File: src/rtl/vga_pkg.sv
// Shared VGA timing package: default 640x480 timing constants, derived
// totals, coordinate type and the startup state encoding. Also used by the
// brick colour renderer so both agree on the coordinate width.
package vga_pkg;

  localparam int VGA_H_ACTIVE = 640;
  localparam int VGA_H_FP     = 16;
  localparam int VGA_H_SYNC   = 96;
  localparam int VGA_H_BP     = 48;
  localparam int VGA_V_ACTIVE = 480;
  localparam int VGA_V_FP     = 10;
  localparam int VGA_V_SYNC   = 2;
  localparam int VGA_V_BP     = 29;

  localparam int H_TOTAL = VGA_H_ACTIVE + VGA_H_FP + VGA_H_SYNC + VGA_H_BP;
  localparam int V_TOTAL = VGA_V_ACTIVE + VGA_V_FP + VGA_V_SYNC + VGA_V_BP;

  // Every total must fit here; counters wrap by explicit compare, never overflow.
  localparam int COORD_W = 11;

  typedef logic [COORD_W-1:0] coord_t;

  // IDLE until the first pixel tick presents (0,0); RUN afterwards.
  typedef enum logic {
    ST_IDLE = 1'b0,
    ST_RUN  = 1'b1
  } sync_state_t;

  // Inclusive window test used for the sync pulse decodes.
  function automatic logic in_span(coord_t pos, coord_t lo, coord_t hi);
    return (pos >= lo) && (pos <= hi);
  endfunction

endpackage

File: src/rtl/vga_sync_if.sv
// Video timing bundle from vga_sync to the per-pixel renderers and the
// VGA connector. master = timing generator, slave = consumers.
interface vga_sync_if;
  import vga_pkg::*;

  logic         pix_tick;
  coord_t       hpos;
  coord_t       vpos;
  logic         hsync;
  logic         vsync;
  logic         display_en;
  logic         line_start;
  logic         frame_start;
  logic [7:0]   frame_cnt;

  modport master (
    output pix_tick, hpos, vpos, hsync, vsync,
           display_en, line_start, frame_start, frame_cnt
  );

  modport slave (
    input  pix_tick, hpos, vpos, hsync, vsync,
           display_en, line_start, frame_start, frame_cnt
  );

endinterface

File: src/rtl/vga_pix_tick.sv
// Pixel-rate strobe source. With VGA_SYNC_CLKDIV_EN defined, clk runs at
// twice the pixel rate and a toggle enables every second edge (first tick on
// the 2nd edge after reset release). Otherwise clk is the pixel clock and
// every edge after reset is a pixel edge.
// tick_en: combinational, marks the coming clk edge as a pixel edge.
// pix_tick: registered copy, high in the cycle after such an edge.
module vga_pix_tick (
  input  logic clk,
  input  logic reset,
  output logic tick_en,
  output logic pix_tick
);

`ifdef VGA_SYNC_CLKDIV_EN
  logic phase_q;

  // Divide-by-two toggle; starts low so the first edge is skipped.
  always_ff @(posedge clk or posedge reset) begin
    if (reset) phase_q <= 1'b0;
    else       phase_q <= ~phase_q;
  end

  assign tick_en = phase_q;

  // Registered strobe aligned with the counter updates.
  always_ff @(posedge clk or posedge reset) begin
    if (reset) pix_tick <= 1'b0;
    else       pix_tick <= phase_q;
  end
`else
  assign tick_en = 1'b1;

  // Strobe rises on the first edge after release and stays high.
  always_ff @(posedge clk or posedge reset) begin
    if (reset) pix_tick <= 1'b0;
    else       pix_tick <= 1'b1;
  end
`endif

endmodule

File: src/rtl/vga_sync.sv
// VGA timing generator: hpos/vpos counters, sync/blank decodes, line/frame
// strobes and a completed-frame counter. All outputs are registered from the
// same next-position values, so coordinates and decodes never skew.
// Optional clock divider selected by macro VGA_SYNC_CLKDIV_EN (see vga_pix_tick).
module vga_sync
  import vga_pkg::*;
#(
  parameter int H_ACTIVE = VGA_H_ACTIVE,
  parameter int H_FP     = VGA_H_FP,
  parameter int H_SYNC   = VGA_H_SYNC,
  parameter int H_BP     = VGA_H_BP,
  parameter int V_ACTIVE = VGA_V_ACTIVE,
  parameter int V_FP     = VGA_V_FP,
  parameter int V_SYNC   = VGA_V_SYNC,
  parameter int V_BP     = VGA_V_BP,
  parameter bit SYNC_POL = 1'b0
) (
  input  logic        clk,
  input  logic        reset,
  vga_sync_if.master  vif
);

  localparam int LINE_TOTAL  = H_ACTIVE + H_FP + H_SYNC + H_BP;
  localparam int FRAME_LINES = V_ACTIVE + V_FP + V_SYNC + V_BP;

  localparam coord_t H_LAST   = coord_t'(LINE_TOTAL - 1);
  localparam coord_t V_LAST   = coord_t'(FRAME_LINES - 1);
  localparam coord_t H_VIS    = coord_t'(H_ACTIVE);
  localparam coord_t V_VIS    = coord_t'(V_ACTIVE);
  localparam coord_t HS_FIRST = coord_t'(H_ACTIVE + H_FP);
  localparam coord_t HS_LAST  = coord_t'(H_ACTIVE + H_FP + H_SYNC - 1);
  localparam coord_t VS_FIRST = coord_t'(V_ACTIVE + V_FP);
  localparam coord_t VS_LAST  = coord_t'(V_ACTIVE + V_FP + V_SYNC - 1);

  logic        tick_en;
  logic        pix_tick;

  sync_state_t state_q, state_d;
  coord_t      hpos_q, hpos_d;
  coord_t      vpos_q, vpos_d;
  logic [7:0]  fcnt_q, fcnt_d;

  logic        hsync_q, vsync_q, de_q, ls_q, fs_q;

  vga_pix_tick u_pix_tick (
    .clk      (clk),
    .reset    (reset),
    .tick_en  (tick_en),
    .pix_tick (pix_tick)
  );

  // Startup state register: cleared by reset, set by the first pixel tick.
  always_ff @(posedge clk or posedge reset) begin
    if (reset) state_q <= ST_IDLE;
    else       state_q <= state_d;
  end

  // Next state and next position; the first tick presents (0,0) without counting.
  always_comb begin
    state_d = state_q;
    hpos_d  = hpos_q;
    vpos_d  = vpos_q;
    fcnt_d  = fcnt_q;
    if (tick_en) begin
      case (state_q)
        ST_IDLE: begin
          state_d = ST_RUN;
          hpos_d  = '0;
          vpos_d  = '0;
        end
        default: begin
          if (hpos_q == H_LAST) begin
            hpos_d = '0;
            if (vpos_q == V_LAST) begin
              vpos_d = '0;
              fcnt_d = fcnt_q + 8'd1;
            end else begin
              vpos_d = vpos_q + coord_t'(1);
            end
          end else begin
            hpos_d = hpos_q + coord_t'(1);
          end
        end
      endcase
    end
  end

  // Position and frame counters; next values already hold between ticks.
  always_ff @(posedge clk or posedge reset) begin
    if (reset) begin
      hpos_q <= '0;
      vpos_q <= '0;
      fcnt_q <= '0;
    end else begin
      hpos_q <= hpos_d;
      vpos_q <= vpos_d;
      fcnt_q <= fcnt_d;
    end
  end

  // Decodes registered from the next position; strobes last one tick only.
  always_ff @(posedge clk or posedge reset) begin
    if (reset) begin
      hsync_q <= ~SYNC_POL;
      vsync_q <= ~SYNC_POL;
      de_q    <= 1'b0;
      ls_q    <= 1'b0;
      fs_q    <= 1'b0;
    end else begin
      ls_q <= tick_en && (hpos_d == '0);
      fs_q <= tick_en && (hpos_d == '0) && (vpos_d == '0);
      if (tick_en) begin
        hsync_q <= in_span(hpos_d, HS_FIRST, HS_LAST) ? SYNC_POL : ~SYNC_POL;
        vsync_q <= in_span(vpos_d, VS_FIRST, VS_LAST) ? SYNC_POL : ~SYNC_POL;
        de_q    <= (hpos_d < H_VIS) && (vpos_d < V_VIS);
      end
    end
  end

  assign vif.pix_tick    = pix_tick;
  assign vif.hpos        = hpos_q;
  assign vif.vpos        = vpos_q;
  assign vif.hsync       = hsync_q;
  assign vif.vsync       = vsync_q;
  assign vif.display_en  = de_q;
  assign vif.line_start  = ls_q;
  assign vif.frame_start = fs_q;
  assign vif.frame_cnt   = fcnt_q;

endmodule

File: src/flat_wrapper.sv
// flat-port wrapper written by rule: the top's interface ports become plain ports
module vga_sync_flat import vga_pkg::*;
#(
  parameter int H_ACTIVE = VGA_H_ACTIVE,
  parameter int H_FP     = VGA_H_FP,
  parameter int H_SYNC   = VGA_H_SYNC,
  parameter int H_BP     = VGA_H_BP,
  parameter int V_ACTIVE = VGA_V_ACTIVE,
  parameter int V_FP     = VGA_V_FP,
  parameter int V_SYNC   = VGA_V_SYNC,
  parameter int V_BP     = VGA_V_BP,
  parameter bit SYNC_POL = 1'b0
)
  (clk, reset, vif_pix_tick, vif_hpos, vif_vpos, vif_hsync, vif_vsync, vif_display_en, vif_line_start, vif_frame_start, vif_frame_cnt);
  vga_sync_if vif_i ();
  input  logic clk;
  input  logic reset;
  output wire logic [$bits(vif_i.pix_tick)-1:0] vif_pix_tick;
  output wire logic [$bits(vif_i.hpos)-1:0] vif_hpos;
  output wire logic [$bits(vif_i.vpos)-1:0] vif_vpos;
  output wire logic [$bits(vif_i.hsync)-1:0] vif_hsync;
  output wire logic [$bits(vif_i.vsync)-1:0] vif_vsync;
  output wire logic [$bits(vif_i.display_en)-1:0] vif_display_en;
  output wire logic [$bits(vif_i.line_start)-1:0] vif_line_start;
  output wire logic [$bits(vif_i.frame_start)-1:0] vif_frame_start;
  output wire logic [$bits(vif_i.frame_cnt)-1:0] vif_frame_cnt;
  assign vif_pix_tick = vif_i.pix_tick;
  assign vif_hpos = vif_i.hpos;
  assign vif_vpos = vif_i.vpos;
  assign vif_hsync = vif_i.hsync;
  assign vif_vsync = vif_i.vsync;
  assign vif_display_en = vif_i.display_en;
  assign vif_line_start = vif_i.line_start;
  assign vif_frame_start = vif_i.frame_start;
  assign vif_frame_cnt = vif_i.frame_cnt;
  vga_sync #(.H_ACTIVE(H_ACTIVE), .H_FP(H_FP), .H_SYNC(H_SYNC), .H_BP(H_BP), .V_ACTIVE(V_ACTIVE), .V_FP(V_FP), .V_SYNC(V_SYNC), .V_BP(V_BP), .SYNC_POL(SYNC_POL)) u_core (.clk(clk), .reset(reset), .vif(vif_i));
endmodule
File: config.mk
export PLATFORM = sky130hd
export DESIGN_NAME = vga_sync_flat
export DESIGN_NICKNAME = d
export VERILOG_FILES = /design/src/rtl/vga_pkg.sv /design/src/rtl/vga_sync_if.sv /design/src/rtl/vga_pix_tick.sv /design/src/rtl/vga_sync.sv /design/src/flat_wrapper.sv
export SDC_FILE = /design/constraint.sdc
export NUM_CORES = 1
export LEC_CHECK = 0
export BUFFER_PORTS_ARGS = -buffer_cell sky130_fd_sc_hd__buf_2
export CORE_MARGIN = 1
export CORE_UTILIZATION = 40
export DETAILED_ROUTE_END_ITERATION = 10
export SYNTH_ARGS = -nofsm -noshare
export SYNTH_HDL_FRONTEND = slang
export SYNTH_HIERARCHICAL = 1
export SYNTH_SLANG_ARGS = --single-unit
export TNS_END_PERCENT = 30
File: constraint.sdc
create_clock -name clk -period 4.6 [get_ports clk]
set_input_delay 1.38 -clock clk [delete_from_list [all_inputs] [get_ports clk]]
set_output_delay 1.38 -clock clk [all_outputs]
set_load 0.01 [all_outputs]
[Word level (Yosys, flattened, before mapping)]
Index checks and enable logic that the tools add are counted.
Storage, ports and cells
  output and inout port bits: 36
  bits in registers: 36
  logic and storage cells: 34
  bits of input ports: 2
Operators by class
  multiplexer cells: 7
  order comparisons: 6
  reduce and logical (&&, ||, !) cells: 7
  equal/unequal tests: 2
  $add $sub $neg: 3
Operator list (number)
  $mux W11: 5
  $add A11 B1 Y11 const B: 2
  $eq A11 B10 Y1 const B: 2
  $logic_not A11 Y1: 2
  $ge A11 B10 Y1 const B: 1
  $ge A11 B9 Y1 const B: 1
  $le A11 B10 Y1 const B: 1
  $le A11 B9 Y1 const B: 1
  $lt A11 B10 Y1 const B: 1
  $lt A11 B9 Y1 const B: 1
  $add A8 B1 Y8 const B: 1
  $logic_and A1 B1 Y1: 4
  $reduce_and A3 Y1: 1
  $mux W1: 2

[Logic depth before layout (Yosys ltp)]
  word-level depth: 7
  gate-level depth with buffers: 9
  gate-level depth less buffers: 9

[Hierarchy]
The synthesis kept the hierarchy.
By module, submodules not included
  vga_sync: seq. area each 903.4 µm², area each 2059.5 µm², instances 1, cells an instance 214
  vga_pix_tick: seq. area each 25.0 µm², area each 40.0 µm², instances 1, cells an instance 4

[Worst setup path after synthesis]
No wires, ideal clock.
  path type: register to register
  from: reg u_core.hpos_q[0], in the netlist u_core/vif.hpos[0]
  to: reg u_core.fs_q, in the netlist u_core/vif.frame_start
  library setup time: 0.068 ns
  clock period less this slack: 2.482 ns
  setup slack: 2.118 ns
  data required time: 4.532 ns
  path buffers: 0
  arrival time: 2.414 ns
  cell stages (with the launch flop): 9
  cells stage by stage: dfrtp_1 > ha_1 > nand4_1 > or4_4 > a221oi_2 > o41ai_2 > nor2_1 > and3_1 > and4_1
Between the ends
  cells in the longest elaborated chain, start to end: 5
  elaborated cells on any way between the ends: 9
  classes of those cells: add/sub (1); eq/ne (1); mux (4); reduce/logical (3)
RTL lines
  start: declaration: RTL line vga_sync.sv:39  | coord_t hpos_q, hpos_d;
  start signal: assignment: RTL line vga_sync.sv:95  | hpos_q <= hpos_d;
  $eq A11 B10 Y1: RTL line vga_sync.sv:72  | if (hpos_q == H_LAST) begin
  $mux W11: RTL line vga_sync.sv:72
  $mux W11: RTL line vga_sync.sv:65  | case (state_q)
  named net u_core.vpos_d[10]: RTL line vga_sync.sv:40  | coord_t vpos_q, vpos_d;
  $logic_not A11 Y1: RTL line vga_sync.sv:111  | fs_q <= tick_en && (hpos_d == '0) && (vpos_d == '0);
  $logic_and A1 B1 Y1: RTL line vga_sync.sv:111
  end signal: assignment: RTL line vga_sync.sv:111
  end: declaration: RTL line vga_sync.sv:43  | logic hsync_q, vsync_q, de_q, ls_q, fs_q;
The timed path passes the listed nets, and every way through them passes these cells.
A chain may end at the register's enable or synchronous reset.

[Worst setup path after layout]
  from: reg u_core.hpos_q[0], in the netlist u_core/vif.hpos[0]
  to: reg u_core.fs_q, in the netlist u_core/vif.frame_start
Between the ends
  cells in the longest elaborated chain, start to end: 5
  elaborated cells on any way between the ends: 9
  classes of those cells: add/sub (1); eq/ne (1); mux (4); reduce/logical (3)
RTL lines (RTL line)
  $add A11 B1 Y11 or $eq A11 B10 Y1 (tied branches): vga_sync.sv:81, vga_sync.sv:72
  $mux W11: vga_sync.sv:72
  $mux W11: vga_sync.sv:65
  $logic_not A11 Y1: vga_sync.sv:111
  $logic_and A1 B1 Y1 (*): vga_sync.sv:111
Every way passes the cells marked *; elsewhere a longest branch is shown, timed or not.

==> impl_metrics.tcl <==
set metrics [dict create \
    setup_slack_ps 1581 \
    synth-edff-count 0 \
    grt_pass1_vias 1679 \
    finalSetupViolCount 0 \
    status "finished, final reports clean" \
    fin_cells 328 \
    report.final.slew_viol_count 0 \
    antenna_found_initial 0 \
    ir_drop_v 0.0002061 \
    num_antenna_cells 0 \
    vias 1824 \
    dp.cells 321 \
    portBuffers 37 \
    cts_htree_levels 2 \
    placeableCoreArea_um2 5075 \
    startpoint_type "flip-flop" \
    use_met1 0.2761 \
    pwr_density_cell_nw_per_um2 310.0 \
    fp.dieW_um 74.45 \
    wirelength_mm 5.134 \
    cts_buffers 5 \
    grt_use_met2 0.3143 \
    track_usage 0.2035 \
    cts_resized 0 \
    drive_above_1_share 0.2287 \
    fin_nets 264 \
    avgRoutedWirePerCell_um 15.65 \
    ant_nets 0 \
    grt_pass1_wl_mm 8.390 \
    clockBufferDepth 2 \
    post_cts_buffers 0 \
    post-place-ws_ps 1585 \
    firstDrtPassIters 4 \
    yosys.area_share.simple 0.2509 \
    synthAdderAreaFrac 0.02384 \
    dp_hpwl_mm 3.769 \
    cts_root_buffer "clkbuf_8" \
    finalCritPeriodShare 0.6564 \
    syn_avg_cell_area_um2 9.631 \
    relSlewSlack 0.4065 \
    final_area_um2 2419 \
    start_util 0.4137 \
    setup-tns-final_ps 0 \
    ys_seq_area_frac 0.4422 \
    synth_compound_area_frac 0.1681 \
    rows 26 \
    final_common_cell "buf_2" \
    synth_top_area_cell "dfrtp_1" \
    use_met3 0.04336 \
    critPathRequiredTime_ps 4810 \
    end_kind "flip-flop" \
    fill_cells 514 \
    netlist_area_um2 2100 \
    path_class "flip-flop to flip-flop" \
    final_cell_mix "37 x buf_2, 35 x dfrtp_1, 20 x nand2_1" \
    gp_congestion 0.8671 \
    viasPerCell 5.561 \
    drv_cap 0 \
    drt_iter0_drc 141 \
    synth_xor_area_frac 0.04172 \
    critical_path_arrival_ps 3230 \
    synth_top_family_by_area "simple AND/OR/NAND/NOR gates" \
    async_flop_share 1.000 \
    power.leakage_nw 1.155 \
    io_pins 38 \
    cts_hold_buf 0 \
    syn_inst 218 \
    hp-class "flip-flop to flip-flop" \
    clk_pin_slew_worst_paths_ps 70 \
    hold_viol 0 \
    synth_mux_area_frac 0.02563 \
    worst-slew-pin-transition_ps 889.3 \
    die_y_um 74.45 \
    drcViolationCount 0 \
    grt_max_degree 23 \
    die-area_um2 5543 \
    grt-ovfl-total 0 \
    synthFlopType "dfrtp_1" \
    place_area_um2 2332 \
    cts_tree "yes" \
    yosysWarningCount 6 \
    yosysUniqueCellTypes 57 \
    synth_area_leaders "dfrtp_1 42%, o21ai_0 3.8%, nand2_1 3.6%" \
    post-route-min-period_ps 3019 \
    synth.top_cell.area_share 0.4172 \
    clk_latency_ps 280 \
    clock-sinks 37 \
    areaGrowthSynthToFinish_pct 15.20 \
    skew_ps 7.888 \
    ys_ff_latch 37 \
    max_freq_mhz 331.2 \
    rsz0062_at_grt "no" \
    globalRoute.busiestLayer "met2" \
    cp_max_fo 7 \
]
per-layer routing:
metal	share of wire	vias to the layer above	routed length, µm
met5	0	-	0
met4	0.017	0	88
met3	0.056	10	286
met2	0.46	69	2350
met1	0.47	850	2409
li1	-	895	-
per-stage QoR:
stage / hold WS, ps / utilization / power (mW)
3_5_place_dp: 463.0 / 0.4596 / 0.5280
4_1_cts: 472.7 / 0.4766 / 0.7576
5_1_grt: 483.3 / 0.4766 / 0.7954
2_1_floorplan: 507.5 / - / 0.4917
3_3_place_gp: 463.7 / 0.4596 / 0.5280
6_report: 474.5 / 0.4766 / 0.7499
path summary, 6_finish.rpt:
| check | end | cells after the start | start | slack, ps |
|---|---|---|---|---|
| worst max register to register | u_core/vif.frame_start | 8 | u_core/vif.hpos[0] | 1580 |
| worst min register to register | u_core/vif.frame_cnt[7] | 1 | u_core/vif.frame_cnt[7] | 470 |
| worst min-delay path | u_core/vif.frame_cnt[7] | 1 | u_core/vif.frame_cnt[7] | 470 |
| min in group asynchronous | u_core/u_pix_tick/pix_tick | 2 | reset | 920 |
| max in group asynchronous | u_core/vif.hsync | 3 | reset | 2500 |
| worst max-delay path | u_core/vif.frame_start | 8 | u_core/vif.hpos[0] | 1580 |
state kept, by name, summed over array words and instances, names as in the netlist:
name / count
u_core/state_q: 1
u_core/u_pix_tick/pix_tick: 1
u_core/vif.display_en: 1
u_core/vif.frame_cnt: 8
u_core/vif.frame_start: 1
u_core/vif.hpos: 11
u_core/vif.hsync: 1
u_core/vif.line_start: 1
u_core/vif.vpos: 11
u_core/vif.vsync: 1
cell usage after synthesis (2+ instances only):
cell      number
a21o_1         3
a21oi_1        6
a22o_1         3
a31oi_1        2
and2_1         3
and3_1         7
and4_1         4
clkbuf_1       2
dfrtp_1       35
dfstp_2        2
ha_1           4
inv_1         12
mux2_2         3
mux2i_1        2
nand2_1       20
nand3_1       13
nand4_1        7
nand4b_1       2
nor2_1         8
nor3_1        11
nor4_1         7
o21ai_0       16
o21ai_1        3
or4_4          2
xnor2_1        8
xor2_1         2
power breakdown:
part           leakage, nW  internal (mW)  switching (mW)
sequential           0.480          0.348          0.0403
clock               0.0443          0.119           0.107
combinational        0.631         0.0567          0.0790
logic make-up after synthesis:
group | after synthesis
buf+inv | 18
flops | 37
xor+xnor | 10
simple gates | 94
compound gates | 49
mux | 5
fa+ha+maj | 4
other cells | 1
critical path, stage by stage (launching register included):
cell      delay [ps]
dfrtp_1          450
ha_1             280
nand4_1          360
nor3_2           500
nor2_2           150
a22oi_1          230
nand4b_1         130
nor4_1           560
and4_1           280
area by class of cell:
class | instances | area, µm² | area share
clock buffer | 7 | 86.33 | 0.03570
inverter | 12 | 45.04 | 0.01862
multi-input combinational | 164 | 1079 | 0.4459
sequential | 37 | 928.4 | 0.3839
tap | 70 | 87.58 | 0.03621
timing repair buffer | 38 | 192.7 | 0.07967
Power figures use the tool's default switching activity.
